--- config.mk ---
export PLATFORM = sky130hd
export DESIGN_NAME = id_regfile_sb
export DESIGN_NICKNAME = d
export VERILOG_FILES = /design/src/rtl/id_pkg.sv /design/src/rtl/id_sb_counter.sv /design/src/rtl/id_regfile_sb.sv
export SDC_FILE = /design/constraint.sdc
export NUM_CORES = 2
export LEC_CHECK = 0
export ABC_CLOCK_PERIOD_IN_PS = 12200
export CORE_MARGIN = 10
export CORE_UTILIZATION = 30
export CTS_BUF_LIST = sky130_fd_sc_hd__clkbuf_4
export DETAILED_ROUTE_END_ITERATION = 6
export PLACE_DENSITY_LB_ADDON = 0.25
export SLEW_MARGIN = 5
export SYNTH_ARGS = -nofsm -noshare
export SYNTH_HDL_FRONTEND = slang
export SYNTH_SLANG_ARGS = --single-unit
--- constraint.sdc ---
create_clock -name clk -period 12.2 [get_ports clk]
set_input_delay 1.83 -clock clk [delete_from_list [all_inputs] [get_ports clk]]
set_output_delay 1.83 -clock clk [all_outputs]
set_load 0.02 [all_outputs]
--- src/rtl/id_pkg.sv ---
// Shared definitions for the ID-stage register file with scoreboard.
//
// Contents:
//   DATA_W_DEF / ADDR_W_DEF : default register width and address width
//   REG_ZERO                : address of the hardwired-zero register
//   port_slice()            : pull one fixed-width field out of a packed port bus
//   byte_merge()            : byte-lane merge of old/new data under a lane-enable mask
//
// Both helpers work on fixed maximum-width vectors. Callers zero-extend their
// operands into them and truncate the result, so one function can serve any
// instance parameterisation up to the maximum widths.
package id_pkg;

    localparam int DATA_W_DEF  = 32;
    localparam int ADDR_W_DEF  = 5;
    localparam int REG_ZERO    = 0;

    localparam int MAX_DATA_W  = 256;
    localparam int MAX_LANES   = MAX_DATA_W / 8;
    localparam int MAX_PACK_W  = 512;
    localparam int MAX_SLICE_W = 64;

    // Field idx of width w from a packed bus; bits above w are zero.
    function automatic logic [MAX_SLICE_W-1:0] port_slice(
        input logic [MAX_PACK_W-1:0] vec,
        input int                    idx,
        input int                    w
    );
        logic [MAX_PACK_W-1:0]  shifted;
        logic [MAX_SLICE_W-1:0] res;
        shifted = vec >> (idx * w);
        for (int b = 0; b < MAX_SLICE_W; b++) begin
            res[b] = (b < w) ? shifted[b] : 1'b0;
        end
        return res;
    endfunction

    // Lane b of the result comes from new_v when we[b] is set, else from old_v.
    function automatic logic [MAX_DATA_W-1:0] byte_merge(
        input logic [MAX_DATA_W-1:0] old_v,
        input logic [MAX_DATA_W-1:0] new_v,
        input logic [MAX_LANES-1:0]  we
    );
        logic [MAX_DATA_W-1:0] res;
        for (int b = 0; b < MAX_LANES; b++) begin
            res[b*8 +: 8] = we[b] ? new_v[b*8 +: 8] : old_v[b*8 +: 8];
        end
        return res;
    endfunction

endpackage

--- src/rtl/id_sb_counter.sv ---
// Pending-write counter for one scoreboarded register.
//
// Ports:
//   clk, rst_n  : clock, asynchronous active-low reset
//   flush       : clear the count (wins over inc/dec)
//   inc         : an issue to this register was accepted
//   dec         : writeback retired a write to this register
//   cnt         : current pending count
//   underflow   : sticky; set when dec arrives with count 0, cleared by reset only
module id_sb_counter
    import id_pkg::*;
#(
    parameter int CNT_W = 2
) (
    input  logic             clk,
    input  logic             rst_n,
    input  logic             flush,
    input  logic             inc,
    input  logic             dec,
    output logic [CNT_W-1:0] cnt,
    output logic             underflow
);

    localparam logic [CNT_W-1:0] CNT_MAX = '1;
    localparam logic [CNT_W-1:0] CNT_ONE = CNT_W'(1);

    logic [CNT_W-1:0] cnt_d, cnt_q;
    logic             uf_d, uf_q;

    // Issue stalls on a full counter, so the clamp only guards against misuse.
    function automatic logic [CNT_W-1:0] sat_inc(input logic [CNT_W-1:0] c);
        return (c == CNT_MAX) ? c : c + CNT_ONE;
    endfunction

    always_comb begin
        cnt_d = cnt_q;
        uf_d  = uf_q;
        if (flush) begin
            cnt_d = '0;
        end else if (inc && dec) begin
            // One write enters and one leaves: count is unchanged.
            cnt_d = cnt_q;
        end else if (inc) begin
            cnt_d = sat_inc(cnt_q);
        end else if (dec) begin
            if (cnt_q == '0) begin
                uf_d = 1'b1;
            end else begin
                cnt_d = cnt_q - CNT_ONE;
            end
        end
    end

    always_ff @(posedge clk or negedge rst_n) begin
        if (!rst_n) begin
            cnt_q <= '0;
            uf_q  <= 1'b0;
        end else begin
            cnt_q <= cnt_d;
            uf_q  <= uf_d;
        end
    end

    assign cnt       = cnt_q;
    assign underflow = uf_q;

endmodule

--- src/rtl/id_regfile_sb.sv ---
// ID-stage general-purpose register file with a per-register write scoreboard.
//
// Ports:
//   clk, rst_n     : clock, asynchronous active-low reset
//   rd_en          : per-port source valid (only affects hazard detection)
//   rd_addr        : packed source addresses, port i at [i*ADDR_W +: ADDR_W]
//   rd_data        : packed combinational read data with byte-lane write bypass
//   wr_we          : writeback byte-lane enables
//   wr_addr        : writeback destination
//   wr_data        : writeback data
//   wr_retire      : writeback completes one scoreboarded write to wr_addr
//   iss_valid      : decode wants to issue an instruction writing iss_addr
//   iss_addr       : destination of the issuing instruction
//   iss_stall      : issue blocked this cycle (RAW hazard or counter full)
//   flush          : clear every pending counter
//   pending_any    : registered OR of all counters
//   err_underflow  : sticky, a retire hit a zero counter
module id_regfile_sb
    import id_pkg::*;
#(
    parameter int DATA_W = DATA_W_DEF,
    parameter int ADDR_W = ADDR_W_DEF,
    parameter int NRD    = 2,
    parameter int CNT_W  = 2
) (
    input  logic                  clk,
    input  logic                  rst_n,
    input  logic [NRD-1:0]        rd_en,
    input  logic [NRD*ADDR_W-1:0] rd_addr,
    output logic [NRD*DATA_W-1:0] rd_data,
    input  logic [DATA_W/8-1:0]   wr_we,
    input  logic [ADDR_W-1:0]     wr_addr,
    input  logic [DATA_W-1:0]     wr_data,
    input  logic                  wr_retire,
    input  logic                  iss_valid,
    input  logic [ADDR_W-1:0]     iss_addr,
    output logic                  iss_stall,
    input  logic                  flush,
    output logic                  pending_any,
    output logic                  err_underflow
);

    localparam int NREG  = 2 ** ADDR_W;
    localparam int NLANE = DATA_W / 8;

    localparam logic [ADDR_W-1:0] ZERO_A  = ADDR_W'(REG_ZERO);
    localparam logic [CNT_W-1:0]  CNT_MAX = '1;
    localparam logic [CNT_W-1:0]  CNT_ONE = CNT_W'(1);

    function automatic logic [DATA_W-1:0] merge(
        input logic [DATA_W-1:0] old_v,
        input logic [DATA_W-1:0] new_v,
        input logic [NLANE-1:0]  we
    );
        return DATA_W'(byte_merge(MAX_DATA_W'(old_v), MAX_DATA_W'(new_v), MAX_LANES'(we)));
    endfunction

    logic [DATA_W-1:0] regs_d [NREG];
    logic [DATA_W-1:0] regs_q [NREG];
    logic [DATA_W-1:0] wr_merged;

    logic [ADDR_W-1:0] ra     [NRD];
    logic [DATA_W-1:0] rd_val [NRD];
    logic [CNT_W-1:0]  cnt_rd [NRD];
    logic [NRD-1:0]    hazard;

    logic [CNT_W-1:0]  cnt_arr [NREG];
    logic [NREG-1:0]   uf_vec;
    logic [CNT_W-1:0]  cnt_iss;
    logic              sat;
    logic              issue_ok;
    logic              any_cnt;
    logic              pending_any_d, pending_any_q;

    // Source address decode.
    always_comb begin
        for (int i = 0; i < NRD; i++) begin
            ra[i] = ADDR_W'(port_slice(MAX_PACK_W'(rd_addr), i, ADDR_W));
        end
    end

    // Register array write path; register 0 is never written.
    always_comb begin
        wr_merged = merge(regs_q[wr_addr], wr_data, wr_we);
        for (int r = 0; r < NREG; r++) begin
            regs_d[r] = regs_q[r];
        end
        if (wr_addr != ZERO_A) begin
            regs_d[wr_addr] = wr_merged;
        end
    end

    always_ff @(posedge clk or negedge rst_n) begin
        if (!rst_n) begin
            for (int r = 0; r < NREG; r++) begin
                regs_q[r] <= '0;
            end
        end else begin
            for (int r = 0; r < NREG; r++) begin
                regs_q[r] <= regs_d[r];
            end
        end
    end

    // Read ports with write-through bypass: enabled lanes of a same-cycle
    // write to the same register are forwarded from wr_data.
    always_comb begin
        rd_data = '0;
        for (int i = 0; i < NRD; i++) begin
            if (ra[i] == ZERO_A) begin
                rd_val[i] = '0;
            end else if (wr_addr == ra[i]) begin
                rd_val[i] = merge(regs_q[ra[i]], wr_data, wr_we);
            end else begin
                rd_val[i] = regs_q[ra[i]];
            end
            rd_data[i*DATA_W +: DATA_W] = rd_val[i];
        end
    end

    // RAW hazard per port. A source whose last pending write retires this
    // cycle is not a hazard: the bypass already delivers the new value.
    always_comb begin
        for (int i = 0; i < NRD; i++) begin
            cnt_rd[i] = cnt_arr[ra[i]];
            hazard[i] = rd_en[i] && (ra[i] != ZERO_A) && (cnt_rd[i] != '0) &&
                        !(wr_retire && (wr_addr == ra[i]) && (cnt_rd[i] == CNT_ONE));
        end
    end

    // A full counter only blocks issue when no retire frees a slot this cycle.
    always_comb begin
        cnt_iss   = cnt_arr[iss_addr];
        sat       = (iss_addr != ZERO_A) && (cnt_iss == CNT_MAX) &&
                    !(wr_retire && (wr_addr == iss_addr));
        iss_stall = iss_valid && ((|hazard) || sat);
        issue_ok  = iss_valid && !iss_stall && !flush;
    end

    // Register 0 has no counter: it is never pending and retires to it are ignored.
    assign cnt_arr[0] = '0;
    assign uf_vec[0]  = 1'b0;

    for (genvar r = 1; r < NREG; r++) begin : g_cnt
        id_sb_counter #(
            .CNT_W(CNT_W)
        ) u_cnt (
            .clk       (clk),
            .rst_n     (rst_n),
            .flush     (flush),
            .inc       (issue_ok && (iss_addr == ADDR_W'(r))),
            .dec       (wr_retire && (wr_addr == ADDR_W'(r))),
            .cnt       (cnt_arr[r]),
            .underflow (uf_vec[r])
        );
    end

    always_comb begin
        any_cnt = 1'b0;
        for (int r = 0; r < NREG; r++) begin
            any_cnt = any_cnt | (cnt_arr[r] != '0);
        end
        pending_any_d = any_cnt;
    end

    always_ff @(posedge clk or negedge rst_n) begin
        if (!rst_n) begin
            pending_any_q <= 1'b0;
        end else begin
            pending_any_q <= pending_any_d;
        end
    end

    assign pending_any   = pending_any_q;
    // Each per-register flag is sticky, so their OR is sticky as well.
    assign err_underflow = |uf_vec;

endmodule

==> flow_metrics.tcl <==
set metrics [dict create \
    outcome "complete, but fails checks" \
    violations "DRC" \
    grt_max_degree 145 \
    yosysTopAreaCell "dfrtp_1" \
    clkSlewWorstSetupHoldPaths_ns 0.06 \
    grt_overflow 0 \
    vdd_drop_max_mv 0.0850 \
    initial_core_util_pct 30.1 \
    synthArstFlopShare_pct 100 \
    drtPass1Iterations 7 \
    power_density_nw_per_um2 160 \
    max_freq_mhz 119 \
    ys_seq_area_share_pct 39.6 \
    core-area_sq_um 235000 \
    drt-total-wl_um 265000 \
    p_leak_uw 0.0327 \
    place_ws_ns 3.78 \
    ctsHoldBuffers 0 \
    finish.utilization_pct 33.6 \
    drc 1 \
    muxShareOfSynthArea_pct 46.3 \
    drt_iter0_drc 5531 \
    required_ns 10.37 \
    routed_via_density 5.93 \
    ios 130 \
    synthAdderAreaFrac_pct 0 \
    setup_viol 0 \
    ctsResizeCount 0 \
    cts-root-buf "clkbuf_4" \
    die_area_sq_um 255000 \
    synthXorXnorAreaFrac_pct 0.198 \
    numCtsBuffers 331 \
    track_usage_pct 20.2 \
    clock_latency_ns 1.37 \
    cp-start-kind "primary input" \
    cap_viol_max_count 0 \
    hold_path_class "reg -> reg" \
    dpl.hpwl_um 148000 \
    syn_area_per_cell_sq_um 13.6 \
    slew_headroom_pct 9.01 \
    layout-drive-gt1-share_pct 46.2 \
    rsz0062_at_grt "no" \
    synth_edf_count 0 \
    synth-simple-area-share_pct 7.45 \
    tightestPinTransition_ns 1.36 \
    timing.final.crit_period_ns 8.44 \
    synth_compound_gate_area_share_pct 3.12 \
    cts_setup_buffers 0 \
    clock_sinks 1118 \
    cts-htree-levels 5 \
    crit_path_end_kind "primary output" \
    synth_top_area_share_pct 39.6 \
    path_class "in -> out" \
    ys_top_cells_by_area "dfrtp_1 40%, mux4_2 32%, mux2_2 12%" \
    synth_ff_type "dfrtp_1" \
    die_h_um 505 \
    ys_ff_latch 1118 \
    vias 50777 \
    r2r_slack_ns 8.07 \
    cts_buffer_depth 4 \
    path_max_fanout 58 \
    fillerInstances 23178 \
    setup_tns_ns 0 \
    ant_nets 0 \
    gp_congestion 0.838 \
    synthToLayoutAreaGrowth_pct 11.8 \
    cts_tree "done" \
    synth_top_family_by_area "multiplexers" \
    maxSlewViolCount 0 \
    yosys_warnings 0 \
    synthDistinctLibCells 70 \
    syn_nets 5262 \
    routedWlPerCell_um 30.9 \
    hold_violations 0 \
    nets 5263 \
    arrival_ns 6.61 \
    post-route-period-util_pct 69.2 \
    clock_skew_ns 0.111 \
    synth.cell_area_sq_um 70600 \
    grt_pass1_wl_um 383000 \
    die-width_um 505 \
    first_global_vias 51536 \
    antenna_found_initial 11 \
    fin_ws_ns 3.76 \
    placementRows 178 \
    io_buffers 129 \
    synthCells 5199 \
]
==> synthesized netlist by cell type (all sizes together) (5+ instances only) <==
cell        n
nand3      50
buf       139
or4        15
mux2i     142
a211o       7
nand2b     10
nand4      12
nor2b       7
o2111ai     7
a221o       5
nor4       15
or2         6
a21oi       8
a211oi     65
nand2     812
nor3b      12
or3         9
and2       15
nor2      180
inv         9
o21ai      72
nand3b      5
mux2      782
a41o       24
o311ai      6
dfrtp    1118
o211ai     63
xnor2      12
clkbuf    456
mux4      998
nor3       64
and3       15
a31o        5
o21bai      7
==> report_power, final <==
| group | internal (uW) | switching, uW | leakage [uW] |
|---|---|---|---|
| combinational | 2190 | 1520 | 0.0158 |
| sequential | 4560 | 804 | 0.0146 |
| clock | 1830 | 1740 | 0.00234 |
==> worst max-delay path: stages <==
cell	delay [ns]
buf_8	0.49
buf_4	0.78
buf_4	0.69
mux4_2	0.59
mux4_2	0.50
mux2i_1	0.82
a211oi_1	0.19
clkdlybuf4s50_1	0.61
==> registers in the layout, indices dropped and copies added (netlist names) <==
register and count:
g_cnt.u_cnt.cnt 62, g_cnt.u_cnt.underflow 31, pending_any 1, regs_q 1024
==> stage by stage <==
| step | hold slack [ns] | cells | cell area [sq um] | total power, uW |
|---|---|---|---|---|
| global route | 0.430 | 8562 | 79000 | 13300 |
| CTS | 0.417 | 8555 | 78900 | 12700 |
| finish | 0.416 | 8564 | 79000 | 12600 |
| detailed placement | 0.402 | 8017 | 75100 | 9130 |
| global placement | 0.392 | 8017 | 75100 | 9030 |
| floorplan | 0.428 | 5199 | 70600 | 7900 |
==> cell type report <==
cell class / count / area (sq um) / share of cell area (%)
diodes: 9 / 22.5 / 0.0285
clock buffers: 467 / 3510 / 4.44
clock inverters: 71 / 383 / 0.485
inverters: 9 / 40.0 / 0.0507
multi-input cells: 3477 / 40700 / 51.5
flip-flops and latches: 1118 / 28000 / 35.4
well taps: 3150 / 3940 / 4.99
repair buffers: 263 / 2440 / 3.09
==> cell families (layout without fill, tap and decap cells) <==
kind of cell	Yosys count	count (layout)
AOI/OAI and AO/OA	303	303
other	0	9
and+or+nand+nor	1236	1236
xor gates and xnor gates	16	16
muxes	1922	1922
buffers and inverters	604	810
DFF	1118	1118
==> cell usage in the layout, fill, tap and decap left out, types with 8 or more instances in the layout <==
cell / Yosys / layout
dfrtp_1: 1118 / 1118
mux4_2: 998 / 998
nand2_1: 812 / 807
mux2_2: 782 / 782
clkbuf_4: 0 / 467
nor2_1: 178 / 148
mux2i_1: 142 / 142
buf_4: 1 / 127
clkdlybuf4s50_1: 0 / 114
a211oi_1: 65 / 65
o211ai_1: 63 / 63
clkinv_1: 0 / 54
nand3_1: 50 / 50
nor3_1: 52 / 50
o21ai_0: 69 / 37
nor2_4: 0 / 30
a41o_1: 24 / 24
o21ai_1: 3 / 23
or4_1: 15 / 15
and3_1: 15 / 15
nor4_1: 15 / 14
and2_1: 14 / 14
xnor2_1: 12 / 12
nand4_1: 12 / 12
o21ai_2: 0 / 12
nor3b_1: 12 / 12
nor3_2: 8 / 10
clkinv_2: 0 / 10
diode_2: 0 / 9
buf_12: 0 / 9
a21oi_1: 8 / 8
or3_1: 8 / 8
==> routing by layer <==
layer	routed length, um	track usage [%]	share of wire (%)
met5	35	0	0.013
met3	22600	4.81	8.5
met1	115000	28.8	43
met4	8180	6.34	3.1
met2	119000	30.4	45
==> final timing paths <==
| check | from | to | cells after the start |
|---|---|---|---|
| worst min-delay path | regs_q[1022] | regs_q[1022] | 0 |
| worst min register to register | regs_q[1022] | regs_q[1022] | 0 |
| worst max-delay path | rd_addr[0] | rd_data[16] | 8 |
| worst max register to register | g_cnt[8].u_cnt.cnt[0] | g_cnt[24].u_cnt.cnt[0] | 10 |
| min in group asynchronous | rst_n | regs_q[936] | 1 |
| max in group asynchronous | rst_n | regs_q[178] | 3 |
No activity file was read; power rests on OpenSTA's default activity.
